--- src/rtl/scmi_mbox_multi_if.sv ---
// rtl/scmi_mbox_multi_if.sv - register-bus request/response bundle for the SCMI mailbox
interface scmi_mbox_multi_if #(
    parameter int unsigned AddrWidth = 32
);
    logic                 valid;
    logic                 write;
    logic [AddrWidth-1:0] addr;
    logic [31:0]          wdata;
    logic [3:0]           wstrb;
    logic                 ready;
    logic [31:0]          rdata;
    logic                 error;

    modport master (
        output valid, write, addr, wdata, wstrb,
        input  ready, rdata, error
    );

    modport slave (
        input  valid, write, addr, wdata, wstrb,
        output ready, rdata, error
    );
endinterface

--- src/rtl/scmi_mbox_multi.sv ---
// rtl/scmi_mbox_multi.sv - multi-channel SCMI shared-memory mailbox with doorbell/completion FSMs
// Optional: define SCMI_MBOX_ERR_RESP_EN to also flag protocol violations on the bus error signal.
module scmi_mbox_multi #(
    parameter int unsigned NumChannels  = 4,
    parameter int unsigned PayloadWords = 8,
    parameter int unsigned AddrWidth    = 32
) (
    input  logic                   clk_i,
    input  logic                   rst_ni,
    scmi_mbox_multi_if.slave       reg_bus,
    output logic [NumChannels-1:0] irq_agent_o,
    output logic [NumChannels-1:0] irq_host_o
);

    localparam int unsigned ChW = (NumChannels > 1) ? $clog2(NumChannels) : 1;
    localparam int unsigned PwW = (PayloadWords > 1) ? $clog2(PayloadWords) : 1;
    localparam logic [4:0]  ChanCount  = 5'(NumChannels);
    localparam logic [6:0]  PayloadEnd = 7'(8 + PayloadWords);

    localparam logic [5:0] OffStatus     = 6'd0;
    localparam logic [5:0] OffFlags      = 6'd1;
    localparam logic [5:0] OffLength     = 6'd2;
    localparam logic [5:0] OffDoorbell   = 6'd3;
    localparam logic [5:0] OffCompletion = 6'd4;
    localparam logic [5:0] OffPayload    = 6'd8;

    typedef enum logic {
        CH_FREE = 1'b0,
        CH_BUSY = 1'b1
    } ch_state_e;

    ch_state_e                state_q [NumChannels];
    ch_state_e                state_d [NumChannels];
    logic [NumChannels-1:0]   err_q, err_d;
    logic [NumChannels-1:0]   ien_q, ien_d;
    logic [NumChannels-1:0]   db_pend_q, db_pend_d;
    logic [NumChannels-1:0]   cmpl_pend_q, cmpl_pend_d;
    logic [31:0]              length_q  [NumChannels];
    logic [31:0]              payload_q [NumChannels][PayloadWords];

    logic                     ready_q;
    logic [31:0]              rdata_q;
    logic                     error_q;
    logic                     wr_en_q;
    logic [ChW-1:0]           wr_ch_q;
    logic [5:0]               wr_off_q;
    logic [31:0]              wr_data_q;
    logic [3:0]               wr_strb_q;
    logic                     apply;

    logic [3:0]               req_ch_full;
    logic [ChW-1:0]           req_ch;
    logic [5:0]               req_off;
    logic [5:0]               req_pofs;
    logic [PwW-1:0]           req_pidx;
    logic                     req_dec_err;
    logic                     req_viol;
    logic [31:0]              req_rdata;
    logic [5:0]               wr_pofs;
    logic [PwW-1:0]           wr_pidx;

    // Full 4-bit channel field so unpopulated channel windows decode as errors instead of aliasing.
    always_comb begin
        req_ch_full = reg_bus.addr[11:8];
        req_ch      = req_ch_full[ChW-1:0];
        req_off     = reg_bus.addr[7:2];
        req_pofs    = req_off - OffPayload;
        req_pidx    = req_pofs[PwW-1:0];
        req_rdata   = '0;
        req_viol    = 1'b0;
        req_dec_err = ({1'b0, req_ch_full} >= ChanCount);
        if (!req_dec_err) begin
            case (req_off)
                OffStatus:     req_rdata = {30'b0, err_q[req_ch], state_q[req_ch] == CH_FREE};
                OffFlags:      req_rdata = {31'b0, ien_q[req_ch]};
                OffLength:     req_rdata = length_q[req_ch];
                OffDoorbell:   req_rdata = {30'b0, db_pend_q[req_ch], 1'b0};
                OffCompletion: req_rdata = {30'b0, cmpl_pend_q[req_ch], 1'b0};
                default: begin
                    if (req_off >= OffPayload && {1'b0, req_off} < PayloadEnd) begin
                        req_rdata = payload_q[req_ch][req_pidx];
                    end else begin
                        req_dec_err = 1'b1;
                    end
                end
            endcase
        end
        if (!req_dec_err && reg_bus.write && reg_bus.wstrb[0] && reg_bus.wdata[0]) begin
            if (req_off == OffDoorbell && state_q[req_ch] == CH_BUSY) begin
                req_viol = 1'b1;
            end
            if (req_off == OffCompletion && state_q[req_ch] == CH_FREE) begin
                req_viol = 1'b1;
            end
        end
        if (req_dec_err) begin
            req_rdata = '0;
        end
    end

    // Response is registered at accept; the write itself lands at the end of the ready cycle.
    always_ff @(posedge clk_i or negedge rst_ni) begin
        if (!rst_ni) begin
            ready_q   <= 1'b0;
            rdata_q   <= '0;
            error_q   <= 1'b0;
            wr_en_q   <= 1'b0;
            wr_ch_q   <= '0;
            wr_off_q  <= '0;
            wr_data_q <= '0;
            wr_strb_q <= '0;
        end else if (reg_bus.valid && !ready_q) begin
            ready_q   <= 1'b1;
            rdata_q   <= req_rdata;
`ifdef SCMI_MBOX_ERR_RESP_EN
            error_q   <= req_dec_err | req_viol;
`else
            error_q   <= req_dec_err;
`endif
            wr_en_q   <= reg_bus.write && !req_dec_err;
            wr_ch_q   <= req_ch;
            wr_off_q  <= req_off;
            wr_data_q <= reg_bus.wdata;
            wr_strb_q <= reg_bus.wstrb;
        end else begin
            ready_q   <= 1'b0;
            rdata_q   <= '0;
            error_q   <= 1'b0;
            wr_en_q   <= 1'b0;
        end
    end

    assign apply   = ready_q && wr_en_q;
    assign wr_pofs = wr_off_q - OffPayload;
    assign wr_pidx = wr_pofs[PwW-1:0];

    // Per-channel FREE/BUSY FSM plus flag next-state; a set beats a simultaneous ack.
    always_comb begin
        for (int c = 0; c < NumChannels; c++) begin
            state_d[c]     = state_q[c];
            err_d[c]       = err_q[c];
            ien_d[c]       = ien_q[c];
            db_pend_d[c]   = db_pend_q[c];
            cmpl_pend_d[c] = cmpl_pend_q[c];
            if (apply && wr_strb_q[0] && wr_ch_q == ChW'(c)) begin
                case (wr_off_q)
                    OffStatus: begin
                        if (wr_data_q[1]) err_d[c] = 1'b0;
                    end
                    OffFlags: begin
                        ien_d[c] = wr_data_q[0];
                    end
                    OffDoorbell: begin
                        if (wr_data_q[1]) db_pend_d[c] = 1'b0;
                        if (wr_data_q[0]) begin
                            if (state_q[c] == CH_BUSY) begin
                                err_d[c] = 1'b1;
                            end else begin
                                state_d[c]   = CH_BUSY;
                                db_pend_d[c] = 1'b1;
                            end
                        end
                    end
                    OffCompletion: begin
                        if (wr_data_q[1]) cmpl_pend_d[c] = 1'b0;
                        if (wr_data_q[0]) begin
                            if (state_q[c] == CH_FREE) begin
                                err_d[c] = 1'b1;
                            end else begin
                                state_d[c] = CH_FREE;
                                if (ien_q[c]) cmpl_pend_d[c] = 1'b1;
                            end
                        end
                    end
                    default: ;
                endcase
            end
        end
    end

    always_ff @(posedge clk_i or negedge rst_ni) begin
        if (!rst_ni) begin
            for (int c = 0; c < NumChannels; c++) begin
                state_q[c] <= CH_FREE;
            end
            err_q       <= '0;
            ien_q       <= '0;
            db_pend_q   <= '0;
            cmpl_pend_q <= '0;
        end else begin
            for (int c = 0; c < NumChannels; c++) begin
                state_q[c] <= state_d[c];
            end
            err_q       <= err_d;
            ien_q       <= ien_d;
            db_pend_q   <= db_pend_d;
            cmpl_pend_q <= cmpl_pend_d;
        end
    end

    always_ff @(posedge clk_i or negedge rst_ni) begin
        if (!rst_ni) begin
            for (int c = 0; c < NumChannels; c++) begin
                length_q[c] <= '0;
                for (int w = 0; w < PayloadWords; w++) begin
                    payload_q[c][w] <= '0;
                end
            end
        end else if (apply) begin
            if (wr_off_q == OffLength && wr_strb_q[0]) begin
                length_q[wr_ch_q] <= wr_data_q;
            end
            if (wr_off_q >= OffPayload) begin
                for (int b = 0; b < 4; b++) begin
                    if (wr_strb_q[b]) begin
                        payload_q[wr_ch_q][wr_pidx][8*b +: 8] <= wr_data_q[8*b +: 8];
                    end
                end
            end
        end
    end

    assign reg_bus.ready = ready_q;
    assign reg_bus.rdata = rdata_q;
    assign reg_bus.error = error_q;
    assign irq_agent_o   = db_pend_q;
    assign irq_host_o    = cmpl_pend_q;

    logic unused_bits;
    assign unused_bits = ^{reg_bus.addr[AddrWidth-1:12], reg_bus.addr[1:0], req_pofs, wr_pofs, req_viol};

endmodule

--- src/flat_wrapper.sv ---
// flat-port wrapper written by rule: the top's interface ports become plain ports
module scmi_mbox_multi_flat 
#(
    parameter int unsigned NumChannels  = 4,
    parameter int unsigned PayloadWords = 8,
    parameter int unsigned AddrWidth    = 32
)
  (clk_i, rst_ni, irq_agent_o, irq_host_o, reg_bus_valid, reg_bus_write, reg_bus_addr, reg_bus_wdata, reg_bus_wstrb, reg_bus_ready, reg_bus_rdata, reg_bus_error);
  scmi_mbox_multi_if #(.AddrWidth(AddrWidth)) reg_bus_i ();
  input  logic clk_i;
  input  logic rst_ni;
  output logic [NumChannels-1:0] irq_agent_o;
  output logic [NumChannels-1:0] irq_host_o;
  input wire logic [$bits(reg_bus_i.valid)-1:0] reg_bus_valid;
  input wire logic [$bits(reg_bus_i.write)-1:0] reg_bus_write;
  input wire logic [$bits(reg_bus_i.addr)-1:0] reg_bus_addr;
  input wire logic [$bits(reg_bus_i.wdata)-1:0] reg_bus_wdata;
  input wire logic [$bits(reg_bus_i.wstrb)-1:0] reg_bus_wstrb;
  output wire logic [$bits(reg_bus_i.ready)-1:0] reg_bus_ready;
  output wire logic [$bits(reg_bus_i.rdata)-1:0] reg_bus_rdata;
  output wire logic [$bits(reg_bus_i.error)-1:0] reg_bus_error;
  assign reg_bus_i.valid = reg_bus_valid;
  assign reg_bus_i.write = reg_bus_write;
  assign reg_bus_i.addr = reg_bus_addr;
  assign reg_bus_i.wdata = reg_bus_wdata;
  assign reg_bus_i.wstrb = reg_bus_wstrb;
  assign reg_bus_ready = reg_bus_i.ready;
  assign reg_bus_rdata = reg_bus_i.rdata;
  assign reg_bus_error = reg_bus_i.error;
  scmi_mbox_multi #(.NumChannels(NumChannels), .PayloadWords(PayloadWords), .AddrWidth(AddrWidth)) u_core (.clk_i(clk_i), .rst_ni(rst_ni), .reg_bus(reg_bus_i), .irq_agent_o(irq_agent_o), .irq_host_o(irq_host_o));
endmodule
--- config.mk ---
export PLATFORM = sky130hd
export DESIGN_NAME = scmi_mbox_multi_flat
export DESIGN_NICKNAME = d
export VERILOG_FILES = /design/src/rtl/scmi_mbox_multi_if.sv /design/src/rtl/scmi_mbox_multi.sv /design/src/flat_wrapper.sv
export SDC_FILE = /design/constraint.sdc
export NUM_CORES = 2
export LEC_CHECK = 0
export ABC_AREA = 1
export CAP_MARGIN = 25
export CORE_MARGIN = 3
export CORE_UTILIZATION = 35
export CTS_BUF_LIST = sky130_fd_sc_hd__clkbuf_2
export CTS_CLUSTER_SIZE = 14
export DETAILED_ROUTE_END_ITERATION = 8
export MAX_ROUTING_LAYER = met4
export PLACE_DENSITY = 0.6
export SYNTH_ARGS = -nofsm -noshare
export SYNTH_HDL_FRONTEND = slang
export SYNTH_SLANG_ARGS = --single-unit
--- constraint.sdc ---
create_clock -name clk_i -period 1.5 [get_ports clk_i]
set_input_delay 0.3 -clock clk_i [delete_from_list [all_inputs] [get_ports clk_i]]
set_output_delay 0.3 -clock clk_i [all_outputs]
set_load 0.03 [all_outputs]
=== Word level (Yosys, flattened, before mapping) ===
Cells that the tools add are included.

* Register bits: 1251

* Add/subtract/negate cells: 2
* Order comparisons: 11
* Eq/ne operators: 22
* Mux-type cells: 116
* Bitwise logic cells: 5
* Reduce and logical (&&, ||, !) cells: 42

{| class="wikitable"
|+ Operator list
! operator !! count
|-
| 2-to-1 mux 1024 bit || 10
|-
| bitwise mux 1024 bit || 4
|-
| demux 256 bit (select 2 bit) || 4
|-
| 2-to-1 mux 256 bit || 6
|-
| binary-select mux 256 bit (select 2 bit) || 1
|-
| demux 32 bit (select 3 bit) || 4
|-
| 2-to-1 mux 32 bit || 10
|-
| one-hot mux 32 bit (5 select lines) || 1
|-
| bitwise mux 128 bit || 1
|-
| binary-select mux 32 bit (select 3 bit) || 1
|-
| binary-select mux 32 bit (select 2 bit) || 1
|-
| demux 32 bit (select 2 bit) || 1
|-
| 2-to-1 mux 1 bit || 59
|-
| AND reduction 2 bit || 14
|-
| AND reduction 7 bit || 4
|-
| equality test 6 x 2 -> 1 bit (second input constant) || 4
|-
| 2-to-1 mux 24 bit || 1
|-
| 2-to-1 mux 16 bit || 1
|-
| AND reduction 4 bit || 4
|-
| != test 2 x 1 -> 1 bit (second input constant) || 7
|-
| equality test 6 x 1 -> 1 bit (second input constant) || 2
|-
| equality test 6 x 3 -> 1 bit (second input constant) || 2
|-
| >= comparator 6 x 4 -> 1 bit (second input constant) || 2
|-
| logical AND 1 bit || 12
|-
| 24 further kinds || 42
|}

=== Longest topological paths before layout ===
* Depth after elaboration: 22
* Gate-level depth with buffers: 13
* Gate-level depth less buffers: 12

=== Worst setup path after synthesis ===
No wires, ideal clock.

* Path type: register -> register
* Start point: reg u_core.ready_q (netlist: u_core.reg_bus.ready)
* End point: reg u_core.payload_q[57] (netlist bit)
* Setup time: 125 ps
* Arrival: 1652 ps
* Setup slack: -277 ps
* Stages on the path, launching flop included: 10
* Buffers on the path: 2
* Period minus slack after synthesis: 1777 ps
* Path through: dfrtp_1 nand2_1 nor2_8 nand2_2 buf_6 buf_8 nor2_4 inv_2 nand2_1 o21ai_1

* Word-level cells in the longest chain between the ends: 2

{| class="wikitable"
|+ RTL lines
! element !! line !! RTL
|-
| from (decl) || scmi_mbox_multi.sv:41 || <nowiki>logic ready_q;</nowiki>
|-
| from (signal assigned) || scmi_mbox_multi.sv:104 || <nowiki>ready_q <= 1'b0;</nowiki>
|-
| from (signal assigned) || scmi_mbox_multi.sv:113 || <nowiki>ready_q <= 1'b1;</nowiki>
|-
| from (signal assigned) || scmi_mbox_multi.sv:126 || <nowiki>ready_q <= 1'b0;</nowiki>
|-
| logical AND 1 bit || scmi_mbox_multi.sv:133 || <nowiki>assign apply = ready_q && wr_en_q;</nowiki>
|-
| AND reduction 2 bit (no line) || - ||
|-
| to (signal, indexed assignment) || scmi_mbox_multi.sv:216 || <nowiki>payload_q[wr_ch_q][wr_pidx][8*b +: 8] <= wr_data_q[8*b +: 8];</nowiki>
|-
| to (decl) || scmi_mbox_multi.sv:39 || <nowiki>logic [31:0] payload_q [NumChannels][PayloadWords];</nowiki>
|}

Every way passes these cells.
A chain may end at the register's enable or synchronous reset.

=== Worst setup path after layout ===
* Start point: reg u_core.rdata_q[7] (netlist: u_core.reg_bus.rdata[7])
* End point: out reg_bus_rdata[7]

{| class="wikitable"
|+ RTL lines
! element !! line !! RTL
|-
| from (decl) || scmi_mbox_multi.sv:42 || <nowiki>logic [31:0] rdata_q;</nowiki>
|-
| from (signal assigned) || scmi_mbox_multi.sv:114 || <nowiki>rdata_q <= req_rdata;</nowiki>
|-
| to (decl) || flat_wrapper.sv:20 || <nowiki>output wire logic [$bits(reg_bus_i.rdata)-1:0] reg_bus_rdata;</nowiki>
|}

No word-level cell between the ends.

==> run summary <==
Worst Hold Path EP - u_core.reg_bus.rdata[10]$_DFF_PN0_
Reg2reg path depth - 13
FF-to-FF setup slack - -0.60 ns
Worst Hold Path Cells - 11
Setup ws final - -1.26 ns
Post-synthesis net count - 7673
GRT Util Overall - 25.1%
Min Tclk post-route - 2.76 ns
Synth warnings - 0
Post-DRT Antenna Nets - 0
TritonCTS sink count - 1251
Commonest non-fill, non-tap cell in the layout - nand2_1
Crit share post-route - 184%
Die Y - 417 um
Largest net degree at the start of global routing - 80
Top Ports - 114
CP top delay family - flip-flops
Routed via count - 55700
Fill cells - 15900
Std cell rows - 150
Setup CP Type - reg -> out
Drt pass-1 iters - 8
Failing checks - negative setup slack
Worst-path cell chain - buf_12
WL final - 221000 um
Number of clock buffers inserted by TritonCTS - 343
Top-area cell type share of the netlist area - 52.9%
DP Wirelength - 138000 um
Post-placement cell count - 9914
Core ar. - 0.168 sq mm
Max stage delay cell, worst path - dfrtp_2
DRC - 0
CP Data Arrival Time - 2.46 ns
H-Tree Depth - 5
Hold Path Origin - reg_bus_addr[8]
Worst Path Buf+Inv - 1
Setup_tns - -550.46 ns
#FFs+latches synth - 1251
Final Util - 46.9%
Vias/cell - 5.12
Endpoints failing setup - 1291
Starting DRT DRC Count - 5252
F_max - 0.363 GHz
Maximum VDD drop - 0.784 mV
Routability Congestion - 0.924
TritonCTS clock tree - yes
Post-synth top area cell - dfrtp_1
RSZ-0062 raised after global routing - true
Element type at the critical path end - primary output
CP peak stage delay - 0.53 ns
Layout area overhead - 33.0%
Synth Instances - 7601
Final Hold Fails - 0
Fin Clk Skew - 0.184 ns
Worst Setup Start Kind - flop
Vias in the first global route - 53000
Hold Path Class - in -> reg
Finished Layout Cells - 10900
Final Max Slew Viols - 0
Req. time, crit path - 1.20 ns
Crit path max fanout - 1
Power Density - 863 mW/mm^2
Clk pin slew, worst setup/hold paths - 0.12 ns
Most frequent cells in the layout - nand2_1, dfrtp_1, o21ai_0
Critical R2R Capture - u_core.payload_q[17]$_DFFE_PN0P_
Sequential area share after synthesis - 52.9%
Relative slew margins - 24.9%
First-pass GRT wire length - 327000 um
Syn avg cell area - 7.78 sq um
PortBufs - 91
Initial Util - 35.3%
Cell area after synthesis - 0.0592 sq mm
Synth unique cells - 37
R2r startpoint - u_core.wr_off_q[2]$_DFFE_PN0P_
Die Wd - 417 um
Status - finished, violations left
Remaining global-route overflow - 0
Drt wl/cell - 20.4 um
Layout cell share with drive strength beyond 1 - 23.7%
Initial antenna violation count - 6
Max clock buf depth - 4
# nets final - 8506
Die Area - 0.174 sq mm
Worst Tran Pin Value - 1.13 ns
Clock Latency Late Sink - 1.74 ns
Max_cap viols - 0
Ranking of synthesized cells by area - dfrtp_1, nand2_1, o21ai_0, inv_1, a21oi_1
Lkg Pwr - 0.0370 uW
Root Buffer - clkbuf_2
## stage by stage
| stage | hold WS, ns | total power [uW] | area (sq um) | worst slack (ns) |
|---|---|---|---|---|
| finish | 0.214 | 67900 | 78700 | -1.26 |
| global placement | 0.182 | 43100 | 67500 | -0.906 |
| global route | 0.103 | 70900 | 78700 | -1.43 |
| detailed placement | 0.181 | 43100 | 67500 | -0.898 |
| CTS | 0.0185 | 67900 | 75500 | -1.47 |
| floorplan | 0.00441 | 38100 | 59900 | -0.0950 |
## where the power goes
part           total [uW]  leakage [uW]  internal, uW  switching (uW)
combinational        9700        0.0174          3090            6610
clock               24100       0.00225          9210           14900
sequential          34100        0.0174         33900             196
## cells by family (layout without fill, tap and decap cells)
group | after synthesis | in the layout | share of synthesized area [%]
other | 0 | 8 | 0
AND/OR/NAND/NOR | 3426 | 3435 | 23.7
flip-flops | 1251 | 1251 | 52.9
buffers and inverters | 1215 | 2259 | 8.51
AO/OA/AOI/OAI | 1709 | 1709 | 14.9
## layout make-up
class / instances / area, sq um / area share (%)
clock inverters: 55 / 270 / 0.343
repair inverters: 3 / 47.5 / 0.0604
diodes: 8 / 20.0 / 0.0254
multi-input cells: 5144 / 25700 / 32.7
clock buffers: 510 / 2550 / 3.24
well taps: 2204 / 2760 / 3.50
repair buffers: 986 / 13100 / 16.7
flip-flops and latches: 1251 / 31300 / 39.8
inverters: 705 / 2860 / 3.64
## worst max path at each step
stage                                       from                            endpoint  depth (start not counted)
2_1_floorplan     u_core.reg_bus.ready$_DFF_PN0_   u_core.payload_q[664]$_DFFE_PN0P_                          8
3_3_place_gp      u_core.wr_off_q[4]$_DFFE_PN0P_   u_core.payload_q[705]$_DFFE_PN0P_                          8
3_5_place_dp                     reg_bus_addr[3]  u_core.reg_bus.rdata[24]$_DFF_PN0_                         10
4_1_cts        u_core.reg_bus.rdata[7]$_DFF_PN0_                    reg_bus_rdata[7]                          1
5_1_grt        u_core.reg_bus.rdata[2]$_DFF_PN0_                    reg_bus_rdata[2]                          1
6_report       u_core.reg_bus.rdata[7]$_DFF_PN0_                    reg_bus_rdata[7]                          1
## layer usage
metal | up-vias | track usage, % | part of all wire (%)
met1 | 27000 | 33.2 | 43
met3 | 466 | 5.04 | 7.6
met4 | 0 | 9.02 | 3.6
li1 | 26000 | - | -
met5 | - | - | 0
met2 | 2248 | 38.3 | 46
## registers in the layout, summed over array words and instances, names as in the netlist, 6 cells and up
| signal | flops |
|---|---|
| u_core.length_q | 128 |
| u_core.reg_bus.rdata | 32 |
| u_core.payload_q | 1024 |
| u_core.wr_off_q | 6 |
| u_core.wr_data_q | 32 |
## synth_stat cells
cell          n
nand2_1    2441
dfrtp_1    1251
o21ai_0    1128
inv_1       664
nor2_1      492
a21oi_1     396
nand3_1     356
clkbuf_1    248
buf_2       198
o211ai_1     74
o21ai_1      66
nor2_4       64
nor2_2       44
inv_2        37
buf_4        32
o22ai_1      32
buf_1        19
nand2_2      16
buf_6        12
a31oi_1       4
clkinv_1      3
nand2_4       3
nor3_1        3
o31ai_1       3
o41ai_1       2
or2_2         2
a22oi_1       1
a32oi_1       1
buf_8         1
inv_4         1
nand3_2       1
nand3b_1      1
nand4_1       1
nor2_8        1
nor3_2        1
o21ai_2       1
o2bb2ai_1     1
## worst register-to-register path: stages, from the launching register on
cell and delay, ns:
dfrtp_2 0.47, inv_4 0.07, buf_6 0.12, nor3_4 0.21, inv_4 0.09, buf_6 0.13, nor2_4 0.10, buf_6 0.15
inv_8 0.04, buf_6 0.11, nor2_4 0.18, buf_12 0.20, nor2_4 0.05, a21oi_2 0.10
## repair_timing
action	CTS	global route
pin swaps	109	78
cloned	38	38
endpoints found under the hold margin	1330	0
gates resized for setup	676	642
endpoints found under the setup margin	1237	1292
buffers inserted	154	75
hold buffers	103	0
(Power assumes the default switching activity.)
